$ cat src/rtl/spi_master_multi.sv
// spi_master_multi
//   SPI master that moves a burst of len words from a TX FIFO to the SPI
//   bus and, for op=1, pushes the received words into an RX FIFO.
//   The clock divider, CPOL/CPHA, chip-select index, op and len are all
//   latched on work and stay fixed for the whole burst.
//
// Handshake:
//   - work is a start pulse. It is only accepted in IDLE.
//   - busy is high from the cycle after an accepted work until done.
//   - done is a one-cycle pulse. busy falls in the same cycle that done rises.
//   - rd pops the TX FIFO for one cycle. rdata is valid in the following cycle.
//   - wr pushes wdata into the RX FIFO for one cycle.
//   - empty and full stall the engine. Neither rd nor wr repeats during a stall.
//
// Ports:
//   clk, rst            system clock, asynchronous active-high reset
//   work, op, len       command interface; busy/done status
//   cfg_div/cpol/cpha   sclk half-period (cfg_div+1 clk) and SPI mode
//   cfg_cs              chip-select index; an index >= CS_NUM selects no device
//   rdata, rd, empty    TX FIFO read side
//   wdata, wr, full     RX FIFO write side
//   sclk, mosi, miso    SPI bus
//   scsn                active-low chip selects
//   dbg_state           current FSM state, for observation only
module spi_master_multi #(
  parameter int DATA   = 8,
  parameter int CS_NUM = 2,
  parameter int DIV_W  = 8,
  parameter int LEN_W  = 16,
  parameter int CS_W   = (CS_NUM > 1) ? $clog2(CS_NUM) : 1
) (
  input  logic              clk,
  input  logic              rst,
  input  logic              work,
  input  logic              op,
  input  logic [LEN_W-1:0]  len,
  input  logic [DIV_W-1:0]  cfg_div,
  input  logic              cfg_cpol,
  input  logic              cfg_cpha,
  input  logic [CS_W-1:0]   cfg_cs,
  input  logic [DATA-1:0]   rdata,
  output logic              rd,
  input  logic              empty,
  output logic [DATA-1:0]   wdata,
  output logic              wr,
  input  logic              full,
  output logic              busy,
  output logic              done,
  output logic              sclk,
  output logic              mosi,
  input  logic              miso,
  output logic [CS_NUM-1:0] scsn,
  output logic [2:0]        dbg_state
);

  typedef enum logic [2:0] {
    S_IDLE, S_START, S_LOAD, S_FETCH, S_SHIFT, S_STORE, S_FINISH
  } state_t;

  localparam int EC_W = $clog2(2 * DATA);
  localparam logic [EC_W-1:0] LAST_EDGE = EC_W'(2 * DATA - 1);

  state_t              state_q, state_d;
  logic                op_q, op_d, cpol_q, cpol_d, cpha_q, cpha_d;
  logic [DIV_W-1:0]    div_q, div_d, tmr_q, tmr_d;
  logic [CS_W-1:0]     cs_q, cs_d;
  logic [LEN_W-1:0]    words_q, words_d;
  logic [EC_W-1:0]     ecnt_q, ecnt_d;
  logic [DATA-1:0]     tx_sr_q, tx_sr_d, rx_sr_q, rx_sr_d, wdata_q, wdata_d;
  logic                fetch_ph_q, fetch_ph_d;
  logic                rd_q, rd_d, wr_q, wr_d, busy_q, busy_d, done_q, done_d;
  logic                sclk_q, sclk_d, mosi_q, mosi_d;
  logic [CS_NUM-1:0]   scsn_q, scsn_d;

  // Edges are numbered from 1. The count of edges already made is ecnt_q,
  // so the current edge is odd when ecnt_q is even. Odd edges sample for
  // CPHA=0 and even edges sample for CPHA=1. The remaining edges drive
  // mosi, except the last edge of a CPHA=0 word.
  logic edge_odd, edge_last, do_sample, do_drive;
  assign edge_odd  = ~ecnt_q[0];
  assign edge_last = (ecnt_q == LAST_EDGE);
  assign do_sample = edge_odd ^ cpha_q;
  assign do_drive  = ~do_sample & ~edge_last;

  always_comb begin
    state_d    = state_q;
    op_d       = op_q;
    cpol_d     = cpol_q;
    cpha_d     = cpha_q;
    div_d      = div_q;
    tmr_d      = tmr_q;
    cs_d       = cs_q;
    words_d    = words_q;
    ecnt_d     = ecnt_q;
    tx_sr_d    = tx_sr_q;
    rx_sr_d    = rx_sr_q;
    wdata_d    = wdata_q;
    fetch_ph_d = fetch_ph_q;
    rd_d       = 1'b0;
    wr_d       = 1'b0;
    done_d     = 1'b0;
    busy_d     = busy_q;
    sclk_d     = sclk_q;
    mosi_d     = mosi_q;
    scsn_d     = scsn_q;

    case (state_q)
      S_IDLE: begin
        mosi_d = 1'b0;
        if (work) begin
          op_d    = op;
          div_d   = cfg_div;
          cpol_d  = cfg_cpol;
          cpha_d  = cfg_cpha;
          cs_d    = cfg_cs;
          words_d = len;
          if (len == '0) begin
            // An empty burst completes at once, with no CS and no sclk.
            done_d = 1'b1;
          end else begin
            busy_d  = 1'b1;
            // Move sclk to its idle level before CS falls. The slave then
            // never sees a level change while it is selected.
            sclk_d  = cfg_cpol;
            state_d = S_START;
          end
        end
      end

      S_START: begin
        sclk_d = cpol_q;
        for (int i = 0; i < CS_NUM; i++) begin
          scsn_d[i] = (cs_q == CS_W'(i)) ? 1'b0 : 1'b1;
        end
        state_d = S_LOAD;
      end

      S_LOAD: begin
        if (!empty) begin
          rd_d       = 1'b1;
          fetch_ph_d = 1'b0;
          state_d    = S_FETCH;
        end
      end

      S_FETCH: begin
        // The first cycle is the pop cycle. rdata is valid in the second.
        if (!fetch_ph_q) begin
          fetch_ph_d = 1'b1;
        end else begin
          if (!cpha_q) begin
            mosi_d  = rdata[DATA-1];
            tx_sr_d = {rdata[DATA-2:0], 1'b0};
          end else begin
            tx_sr_d = rdata;
          end
          ecnt_d  = '0;
          // A full half-period passes before the first edge. This gives
          // the CS setup time.
          tmr_d   = div_q;
          state_d = S_SHIFT;
        end
      end

      S_SHIFT: begin
        if (tmr_q != '0) begin
          tmr_d = tmr_q - DIV_W'(1);
        end else begin
          tmr_d  = div_q;
          sclk_d = ~sclk_q;
          ecnt_d = ecnt_q + EC_W'(1);
          if (do_sample) rx_sr_d = {rx_sr_q[DATA-2:0], miso};
          if (do_drive) begin
            mosi_d  = tx_sr_q[DATA-1];
            tx_sr_d = {tx_sr_q[DATA-2:0], 1'b0};
          end
          if (edge_last) state_d = S_STORE;
        end
      end

      S_STORE: begin
        if (!(op_q && full)) begin
          if (op_q) begin
            wr_d    = 1'b1;
            wdata_d = rx_sr_q;
          end
          words_d = words_q - LEN_W'(1);
          if (words_q == LEN_W'(1)) begin
            tmr_d   = div_q;
            state_d = S_FINISH;
          end else begin
            state_d = S_LOAD;
          end
        end
      end

      S_FINISH: begin
        if (tmr_q != '0) begin
          tmr_d = tmr_q - DIV_W'(1);
        end else begin
          scsn_d  = '1;
          done_d  = 1'b1;
          busy_d  = 1'b0;
          mosi_d  = 1'b0;
          state_d = S_IDLE;
        end
      end

      default: state_d = S_IDLE;
    endcase
  end

  always_ff @(posedge clk or posedge rst) begin
    if (rst) begin
      state_q    <= S_IDLE;
      op_q       <= 1'b0;
      cpol_q     <= 1'b0;
      cpha_q     <= 1'b0;
      div_q      <= '0;
      tmr_q      <= '0;
      cs_q       <= '0;
      words_q    <= '0;
      ecnt_q     <= '0;
      tx_sr_q    <= '0;
      rx_sr_q    <= '0;
      wdata_q    <= '0;
      fetch_ph_q <= 1'b0;
      rd_q       <= 1'b0;
      wr_q       <= 1'b0;
      busy_q     <= 1'b0;
      done_q     <= 1'b0;
      sclk_q     <= 1'b0;
      mosi_q     <= 1'b0;
      scsn_q     <= '1;
    end else begin
      state_q    <= state_d;
      op_q       <= op_d;
      cpol_q     <= cpol_d;
      cpha_q     <= cpha_d;
      div_q      <= div_d;
      tmr_q      <= tmr_d;
      cs_q       <= cs_d;
      words_q    <= words_d;
      ecnt_q     <= ecnt_d;
      tx_sr_q    <= tx_sr_d;
      rx_sr_q    <= rx_sr_d;
      wdata_q    <= wdata_d;
      fetch_ph_q <= fetch_ph_d;
      rd_q       <= rd_d;
      wr_q       <= wr_d;
      busy_q     <= busy_d;
      done_q     <= done_d;
      sclk_q     <= sclk_d;
      mosi_q     <= mosi_d;
      scsn_q     <= scsn_d;
    end
  end

  assign rd        = rd_q;
  assign wr        = wr_q;
  assign wdata     = wdata_q;
  assign busy      = busy_q;
  assign done      = done_q;
  assign sclk      = sclk_q;
  assign mosi      = mosi_q;
  assign scsn      = scsn_q;
  assign dbg_state = state_q;

endmodule

$ cat config.mk
export PLATFORM = sky130hd
export DESIGN_NAME = spi_master_multi
export DESIGN_NICKNAME = d
export VERILOG_FILES = /design/src/rtl/spi_master_multi.sv
export SDC_FILE = /design/constraint.sdc
export NUM_CORES = 1
export LEC_CHECK = 0
export BUFFER_PORTS_ARGS = -buffer_cell sky130_fd_sc_hd__buf_4
export CORE_UTILIZATION = 60
export CTS_CLUSTER_SIZE = 24
export DETAILED_ROUTE_END_ITERATION = 7
export PLACE_DENSITY = 0.85
export SLEW_MARGIN = 30
export SYNTH_ARGS = -nofsm -noshare
export SYNTH_HDL_FRONTEND = slang
export SYNTH_SLANG_ARGS = --single-unit
$ cat constraint.sdc
create_clock -name clk -period 4.5 [get_ports clk]
set_clock_uncertainty 0.2 [all_clocks]
set_input_delay 0.675 -clock clk [delete_from_list [all_inputs] [get_ports clk]]
set_output_delay 0.675 -clock clk [all_outputs]
set_load 0.02 [all_outputs]
==> metrics.csv, run 1 <==
stage,metric,value,unit
timing,fmax,320,MHz
synth,synthSimpleGateAreaFrac,16.8,%
synth,synth_top_area_cell,dfrtp_1,
cts,cts_resized,0,
grt,gr-total-overflow,0,
finish,final_common_cell,dfrtp_1,
finish,final_cell_mix,"dfrtp_1, buf_4, mux2_2",
place,dp_hpwl,6.90,mm
timing,timing.final.ws_setup,1.37,ns
route,vias,3574,
finish,syn_to_final_growth,15.9,%
synth,synth_ff_type,dfrtp_1,
synth,synth_enable_flop_cells,0,
flow_run,drv_cap,0,
run_status,outcome,finished clean,
cts,clk_latency,0.36,ns
place,place_ws,1.51,ns
synth,ys_types,69,
floorplanning,row_count,30,
cts,cts_tree,done,
floorplanning,die_h,86.6,µm
setup_path,timing.rr.end,tmr_q[2],
floorplanning,die_area,7500,µm²
pwr,ir_drop,0.000443,V
floorplanning,die_w,86.6,µm
synth,synth_area_leaders,"dfrtp_1, mux2_2, mux2i_1, o21ai_0, nand2_1",
cts,cts_root_buf,clkbuf_8,
synth,synth_compound_area_share,18.7,%
route,avgViaCountPerCell,6.35,
synth,synth_top_area_share,43.1,%
synth,synth-seq-cells,76,
timing,period_minus_slack,3.13,ns
finish,num_antenna_cells,0,
route,top_layer_used,met4,
synth,synthArstFlopShare,100,%
min_path,hp-class,input pin to asynchronous set/reset pin,
floorplanning,core,6870,µm²
route,wl_met3,481,µm
timing,rsz0062_at_grt,false,
route,drc_errors,0,
route,wl_per_cell,17.5,µm
cts,cts_buffers,9,
setup_path,cp.arrival,3.18,ns
place,io_buffers,60,
setup_path,r2r_cells,4,
synth,yosysWarnings,0,
setup_path,max_stage_delay,0.94,ns
grt,grt_pass1_vias,3369,
timing,setup_viol,0,
route,wirelength_met1,4.37,mm
setup_path,cp_cell_sequence,clkinv_1 -> a31oi_1 -> mux2_2 -> o221a_1,
timing,worstMarginPinSlew,0.938,ns
cts,h-tree-depth,3,
cts,clk_pin_slew,0.09,ns
timing,report.final.slew_viol_count,0,
grt,grt_use_total,27.7,%
grt,antenna_found_initial,0,
route,met2_length,4.68,mm
pwr,power_leakage,2.16,nW
finish,final_util,72.4,%
timing,period_share,69.5,%
timing,finalSetupTns,0,ns
setup_path,cp-end-kind,register,
route,postRouteAntennaNets,0,
cts,clock-sinks,76,
setup_path,rr_startpoint,dbg_state[1],
synth,synth_mux_area_share,13.7,%
synth,synth_area,4290,µm²
cts,post_cts_buffers,0,
setup_path,cp-start-kind,register,
setup_path,critPathKind,register to register,
route,drtIter0Drc,254,
synth,synth-adder-area-share,1.46,%
finish,drive_above_1_share,29.8,%
floorplanning,io_pins,61,
timing,slew_headroom,37.5,%
route,drtPass1Iterations,5,
synth,syn_avg_cell_area,10.3,µm²
timing,hold_viol,0,
route,routed_wl,9.83,mm
timing,whs,0.212,ns
synth,yosysSeqAreaShare,44.4,%
finish,fin_nets,509,
setup_path,ff2ff_setup_slack,1.37,ns
synth,syn-num-nets,462,
synth,synthXorXnorAreaFrac,0.612,%
synth,synth_top_family_by_area,compound AO/OA/AOI/OAI gates,
pwr,p_per_area,622,nW/µm²
floorplanning,initial_utilization,62.5,%
place,gp_congestion,0.883,
setup_path,crit_start,dbg_state[1],
setup_path,crit_fanout,27,
synth,netlist_instances,415,
grt,grt_max_degree,44,
grt,grt_pass1_wl,16.1,mm
setup_path,critPathSlowestCell,dfrtp_1,
pwr,finalPower,3.09,mW
cts,clk_path_buf_depth,2,
setup_path,required,4.55,ns
cts,cts_hold_buf,0,
how the worst max path moves through the flow:
stage / endpoint / slack [ns] / cells after the start
2_1_floorplan: busy / 1.69 / 1
4_1_cts: tmr_q[2] / 1.50 / 4
5_1_grt: tmr_q[2] / 1.24 / 4
3_5_place_dp: tmr_q[2] / 1.51 / 4
6_report: tmr_q[2] / 1.37 / 4
3_3_place_gp: tmr_q[2] / 1.68 / 4
area by class of cell:
type / instances / area, µm²
tap: 96 / 120
inverter: 12 / 46.3
timing repair buffer: 64 / 480
fill: 505 / 1890
sequential: 76 / 1900
clock inverter: 7 / 57.6
clock buffer: 9 / 124
multi-input combinational: 299 / 2240
per-stage QoR:
| stage | area, µm² | cells |
|---|---|---|
| 6_report | 4970 | 563 |
| 5_1_grt | 4970 | 563 |
| 4_1_cts | 4960 | 563 |
| 3_5_place_dp | 4780 | 547 |
| 3_3_place_gp | 4770 | 547 |
| 2_1_floorplan | 4290 | 415 |
logic make-up (layout without fill, tap and decap cells):
| group | after synthesis | in the layout |
|---|---|---|
| and+or+nand+nor | 127 | 127 |
| AOI/OAI and AO/OA | 110 | 110 |
| DFF | 76 | 76 |
| muxes | 54 | 54 |
| buffers and inverters | 40 | 92 |
| adders and majority gates | 5 | 5 |
| xor gates and xnor gates | 3 | 3 |
power by group:
group	total, mW	switching (mW)	internal [mW]
Sequential	1.30	0.366	0.938
Combinational	1.30	0.681	0.618
Clock	0.489	0.283	0.207
metal layers:
| layer | track usage [%] | vias up |
|---|---|---|
| li1 | - | 1668 |
| met1 | 36.5 | 1738 |
| met2 | 44.0 | 135 |
| met3 | 5.14 | 33 |
| met4 | 14.4 | 0 |
| met5 | 0 | - |
state kept, by name (all words and copies together), names as in the netlist:
| name | flops |
|---|---|
| dbg_state | 3 |
| tx_sr_q | 8 |
| sclk | 1 |
| rx_sr_q | 8 |
| scsn | 2 |
| op_q | 1 |
| done | 1 |
| mosi | 1 |
| div_q | 8 |
| wr | 1 |
| fetch_ph_q | 1 |
| rd | 1 |
| cs_q | 1 |
| cpha_q | 1 |
| tmr_q | 8 |
| wdata | 8 |
| words_q | 16 |
| ecnt_q | 4 |
| cpol_q | 1 |
| busy | 1 |
Yosys cell counts, types with 2 or more instances:
master	n
nand2_1	26
a2bb2oi_1	3
clkbuf_1	17
o22a_1	2
xor2_1	2
nor3_2	2
buf_2	8
a221o_1	2
nand3_1	15
nor2b_1	4
ha_1	5
o221a_1	2
and2_1	2
a22oi_1	8
nor3_1	11
nand2b_1	4
dfrtp_1	74
inv_1	11
o21a_1	3
a31oi_1	5
o2111a_1	2
mux2i_1	15
nand4_1	8
nor2_1	22
a22o_1	2
mux2_2	39
o2bb2ai_1	2
nor4_1	10
nand4b_1	3
o31ai_4	2
a32o_1	2
o21ai_0	29
o211ai_1	6
or4_1	2
a21oi_1	16
o22ai_1	3
buf_6	3
a21o_1	3
or3_1	2
a32oi_1	3
dfstp_2	2
nor3b_1	4
and3_1	3
critical path: cells and delay by family, from the launching register on:
family | cells | cell delay, ns
compound gates | 2 | 0.90
buf+inv | 1 | 0.55
flops | 1 | 0.94
mux | 1 | 0.42
No activity file was read; power rests on OpenSTA's default activity.
==> inputs of run 2 (changes only) <==
--- a/config.mk
+++ b/config.mk
@@ -6,10 +6,10 @@
 export NUM_CORES = 1
 export LEC_CHECK = 0
 export BUFFER_PORTS_ARGS = -buffer_cell sky130_fd_sc_hd__buf_4
-export CORE_UTILIZATION = 60
+export CORE_UTILIZATION = 58
 export CTS_CLUSTER_SIZE = 24
 export DETAILED_ROUTE_END_ITERATION = 7
-export PLACE_DENSITY = 0.85
+export PLACE_DENSITY = 0.83
 export SLEW_MARGIN = 30
 export SYNTH_ARGS = -nofsm -noshare
 export SYNTH_HDL_FRONTEND = slang
==> constraint.sdc (replaced) <==
create_clock -name clk -period 3.1 [get_ports clk]
set_clock_uncertainty 0.2 [all_clocks]
set_input_delay 0.465 -clock clk [delete_from_list [all_inputs] [get_ports clk]]
set_output_delay 0.465 -clock clk [all_outputs]
set_load 0.02 [all_outputs]
==> run 2 against run 1 <==
Core utilization increased by 0.50 points. Power increased by 50%. Flip-flop and latch count unchanged. Via count increased by 2.0%. Critical endpoint is now words_q[1]. First-iteration DRC count increased by 3.1%. Design area increased by 2.3%. Setup slack got worse by 0.89 ns. Critical path depth unchanged. Sequential power increased by 42%.
==> metrics.csv, run 2 (synthesis results as in run 1) <==
stage,metric,value,unit
grt,grt_pass1_vias,3601,
grt,gr-total-overflow,0,
setup_path,crit_fanout,29,
pwr,p_per_area,910,nW/µm²
route,drc_errors,0,
flow_run,drv_cap,0,
floorplanning,die_w,88.0,µm
finish,num_antenna_cells,0,
finish,final_cell_mix,"buf_4, dfrtp_1, mux2_2",
setup_path,cp-end-kind,register,
timing,finalSetupTns,0,ns
min_path,hp-class,input pin to register,
cts,clock-sinks,76,
finish,largest_register_ffs,16,
cts,clk_latency,0.37,ns
route,routed_wl,9.92,mm
pwr,internal_power,2.70,mW
timing,period_minus_slack,2.62,ns
timing,hold_viol,0,
place,placed_cell_area,4870,µm²
route,wl_per_cell,17.2,µm
cts,cts_buffers,9,
pwr,p_sw,1.94,mW
finish,syn_to_final_growth,18.6,%
floorplanning,initial_utilization,61.5,%
setup_path,cp.arrival,2.65,ns
timing,period_share,84.6,%
pwr,finalPower,4.64,mW
finish,fin_nets,522,
setup_path,required,3.13,ns
pwr,switching_share,41.8,%
cts,post_cts_buffers,0,
timing,report.final.slew_viol_count,0,
finish,top_register,words_q,
route,vias,3646,
cts,clk_path_buf_depth,2,
route,drtIter0Drc,262,
place,io_buffers,60,
grt,grt_max_degree,77,
place,dp_hpwl,6.94,mm
pwr,pwr-share-clk,17.3,%
setup_path,worst-path-buf-inv,0,
setup_path,critPathSlowestCell,dfrtp_1,
route,postRouteAntennaNets,0,
cts,h-tree-depth,3,
setup_path,critPathKind,register to register,
timing,worstMarginPinSlew,0.905,ns
cts,cts_root_buf,clkbuf_8,
floorplanning,die_area,7750,µm²
route,avgViaCountPerCell,6.33,
cts,cts_tree,done,
pwr,ir_drop,0.000432,V
setup_path,path_delay_family,compound AO/OA/AOI/OAI gates,
setup_path,cp-start-kind,register,
pwr,p_seq_share,39.8,%
place,gp_congestion,0.879,
timing,rsz0062_at_grt,false,
timing,setup_viol,0,
grt,antenna_found_initial,0,
setup_path,cp_cell_sequence,nor3_1 -> a2111o_1 -> a211oi_1 -> a21oi_1,
finish,fin_area,5090,µm²
finish,drive_above_1_share,31.3,%
timing,fmax,381,MHz
floorplanning,row_count,30,
cts,clk_pin_slew,0.09,ns
cts,cts_resized,0,
finish,final_common_cell,buf_4,
run_status,outcome,finished clean,
timing,slew_headroom,39.7,%
floorplanning,io_pins,61,
floorplanning,core,6980,µm²
grt,grt_pass1_wl,16.7,mm
grt,grt_use_total,28.2,%
floorplanning,die_h,88.0,µm
pwr,power_leakage,2.24,nW
pwr,combPwrFrac,43.0,%
route,drtPass1Iterations,7,
setup_path,max_stage_delay,0.95,ns
run 2: metal layers:
metal / wire [µm] / global-route usage (%) / vias up / share of wire (%)
li1: - / - / 1694 / -
met1: 4180 / 35.2 / 1767 / 42
met2: 4880 / 47.4 / 158 / 49
met3: 650 / 7.16 / 27 / 6.6
met4: 203 / 10.4 / 0 / 2.0
met5: 0 / 0 / - / 0
run 2: timing repair:
item	4_1_cts	5_1_grt
hold buffers	1	0
setup endpoints to repair	0	0
hold endpoints to repair	14	0
run 2: area by class of cell:
cell class	count	area, µm²
multi-input combinational	299	2220
timing repair buffer	77	593
inverter	12	45.0
clock inverter	7	83.8
sequential	76	1900
tap	96	120
clock buffer	9	124
fill	516	1890
run 2: worst register-to-register path: stages, from the launching register on:
cell and delay [ns]:
dfrtp_1 0.95, nor3_1 0.23, a2111o_1 0.72, a211oi_1 0.31, a21oi_1 0.07
run 2: path summary, 6_finish.rpt:
check	slack, ns	start	cells after the start	endpoint
worst max-delay path	0.48	dbg_state[0]	4	words_q[1]
worst min-delay path	0.05	empty	2	rd
worst max register to register	0.48	dbg_state[0]	4	words_q[1]
worst min register to register	0.30	ecnt_q[2]	1	ecnt_q[2]
max in group asynchronous	1.82	rst	4	div_q[4]
min in group asynchronous	0.53	rst	4	wr
run 2: power groups by stage:
stage | Sequential [mW] | Combinational [mW] | Clock [mW]
finish | 1.84 | 1.99 | 0.800
global placement | 1.82 | 1.89 | 0
CTS | 1.83 | 1.99 | 0.815
global route | 1.91 | 2.21 | 0.847
floorplan | 1.69 | 1.58 | 0
detailed placement | 1.85 | 1.98 | 0
run 2: stage by stage:
step | util [%] | setup WS, ns | std cells | hold slack (ns)
after global routing | 72.9 | 0.292 | 576 | 0.0556
after floorplan | - | 0.500 | 415 | 0.240
after detailed placement | 69.8 | 0.532 | 559 | 0.278
after global placement | 69.8 | 0.675 | 559 | 0.262
after CTS | 72.9 | 0.486 | 576 | 0.0419
final | 72.9 | 0.478 | 576 | 0.0535
==> inputs of run 3 (changes only) <==
==> constraint.sdc (replaced) <==
create_clock -name clk -period 2.6 [get_ports clk]
set_clock_uncertainty 0.2 [all_clocks]
set_input_delay 0.39 -clock clk [delete_from_list [all_inputs] [get_ports clk]]
set_output_delay 0.39 -clock clk [all_outputs]
set_load 0.02 [all_outputs]
==> run 3 against run 2 <==
Fmax rose by 9.3%. Sequential share of layout area fell by 0.43 points. Cell count up 1.7%. Flip-flop and latch count stayed put. Design area rose by 1.2%. Setup slack worse by 0.28 ns. Non-clock buffer count rose by 10. Global-route usage increased by 0.71 points. Critical path depth grew 2. Routed wire length rose by 4.7%. Critical path type unchanged. Highest routed layer unchanged.
==> metrics.csv, run 3 (synthesis results as in run 1) <==
stage,metric,value,unit
timing,hold_viol,0,
place,place_ws,0.249,ns
timing,finalSetupTns,0,ns
pwr,p_per_area,1080,nW/µm²
cts,post_cts_buffers,0,
floorplanning,row_count,30,
place,gp_congestion,0.925,
setup_path,timing.rr.end,rx_sr_q[7],
route,avgViaCountPerCell,6.22,
setup_path,crit_start,tmr_q[0],
timing,setup_viol,0,
finish,num_antenna_cells,0,
timing,period_minus_slack,2.40,ns
floorplanning,die_w,88.0,µm
min_path,hp-class,input pin to register,
finish,top_register,words_q,
setup_path,r2r_cells,6,
timing,period_share,92.2,%
grt,gr-total-overflow,0,
place,dp_hpwl,7.39,mm
setup_path,path_delay_family,simple AND/OR/NAND/NOR gates,
route,vias,3646,
cts,clk_pin_slew,0.09,ns
setup_path,ff2ff_setup_slack,0.20,ns
setup_path,cp-end-kind,register,
finish,final_cell_mix,"buf_4, dfrtp_1, mux2_2",
setup_path,rr_startpoint,tmr_q[0],
timing,worstMarginPinSlew,0.731,ns
timing,rsz0062_at_grt,false,
route,drtPass1Iterations,5,
setup_path,required,2.66,ns
finish,fin_nets,532,
grt,grt_pass1_vias,3537,
route,routed_wl,10.4,mm
flow_run,drv_cap,0,
setup_path,max_stage_delay,0.54,ns
pwr,ir_drop,0.000598,V
min_path,hold_path_end,div_q[1],
floorplanning,die_area,7750,µm²
timing,slew_headroom,50.8,%
route,wl_per_cell,17.7,µm
floorplanning,core,6980,µm²
finish,final_common_cell,buf_4,
cts,cts_resized,0,
timing,timing.final.ws_setup,0.202,ns
run_status,outcome,finished clean,
floorplanning,initial_utilization,61.5,%
route,drtIter0Drc,316,
pwr,power_leakage,2.28,nW
min_path,hold_depth,2,
cts,clk_latency,0.38,ns
cts,clk_path_buf_depth,2,
cts,cts_buffers,9,
route,postRouteAntennaNets,0,
cts,h-tree-depth,3,
floorplanning,io_pins,61,
timing,whs,0.0442,ns
place,io_buffers,60,
timing,report.final.slew_viol_count,0,
timing,fmax,417,MHz
setup_path,critPathKind,register to register,
grt,grt_use_total,28.9,%
setup_path,cp-start-kind,register,
floorplanning,die_h,88.0,µm
setup_path,worst-path-buf-inv,1,
finish,largest_register_ffs,16,
setup_path,cp_cell_sequence,inv_1 -> ha_1 -> or4b_4 -> nor2_4 -> nand2_1 -> mux2_2,
grt,antenna_found_initial,0,
grt,grt_pass1_wl,17.0,mm
setup_path,crit_fanout,8,
cts,cts_tree,done,
grt,grt_max_degree,52,
route,drc_errors,0,
setup_path,cp.arrival,2.46,ns
finish,syn_to_final_growth,20.0,%
setup_path,critPathSlowestCell,or4b_4,
cts,cts_root_buf,clkbuf_8,
min_path,hp-start,cfg_div[1],
finish,drive_above_1_share,32.4,%
cts,clock-sinks,76,
## run 3: cell type report
cell class,instances,area [µm²]
clock buffers,9,124
repair buffers,87,671
inverters,12,45.0
fillers,506,1830
flip-flops and latches,76,1900
well taps,96,120
multi-input cells,299,2220
clock inverters,7,65.1
## run 3: per-stage QoR
step                      total power [mW]  utilization, %  std cells  area [µm²]
after floorplan                       3.89               -        415        4290
after global placement                4.51            70.8        568        4940
after detailed placement              4.63            70.8        568        4940
after CTS                             5.53            73.8        586        5150
after global routing                  5.93            73.8        586        5150
final                                 5.55            73.8        586        5150
## run 3: how the worst max path moves through the flow
stage	slack (ns)	endpoint	depth (start not counted)
6_report	0.20	rx_sr_q[7]	6
5_1_grt	0.10	scsn[1]	5
4_1_cts	0.22	rx_sr_q[7]	6
3_5_place_dp	0.25	rx_sr_q[1]	6
3_3_place_gp	0.33	rx_sr_q[5]	6
2_1_floorplan	0.07	busy	1
## run 3: power breakdown
group / switching, mW / total [mW] / internal (mW)
clock: 0.513 / 0.883 / 0.369
sequential: 0.557 / 2.18 / 1.63
combinational: 1.29 / 2.48 / 1.19
total: 2.36 / 5.55 / 3.19
## run 3: worst reg2reg max path, delay by kind of cell, from the launching register on
kind	cells	cell delay, ns
adder cells (fa/ha/maj)	1	0.17
AND/OR/NAND/NOR	3	0.99
buffers and inverters	1	0.14
flip-flops	1	0.43
multiplexers	1	0.36
## run 3: timing repair
action / in CTS / in global routing
hold endpoints to repair: 26 / 0
hold buffers: 2 / 0
setup endpoints to repair: 0 / 0
## run 3: layer usage
metal	routed length [µm]	vias up	part of all wire, %	track usage (%)
met5	0	-	0	0
met4	146	0	1.4	8.50
met3	721	17	6.9	8.20
met2	5000	138	48	47.0
met1	4510	1777	43	37.9
li1	-	1714	-	-
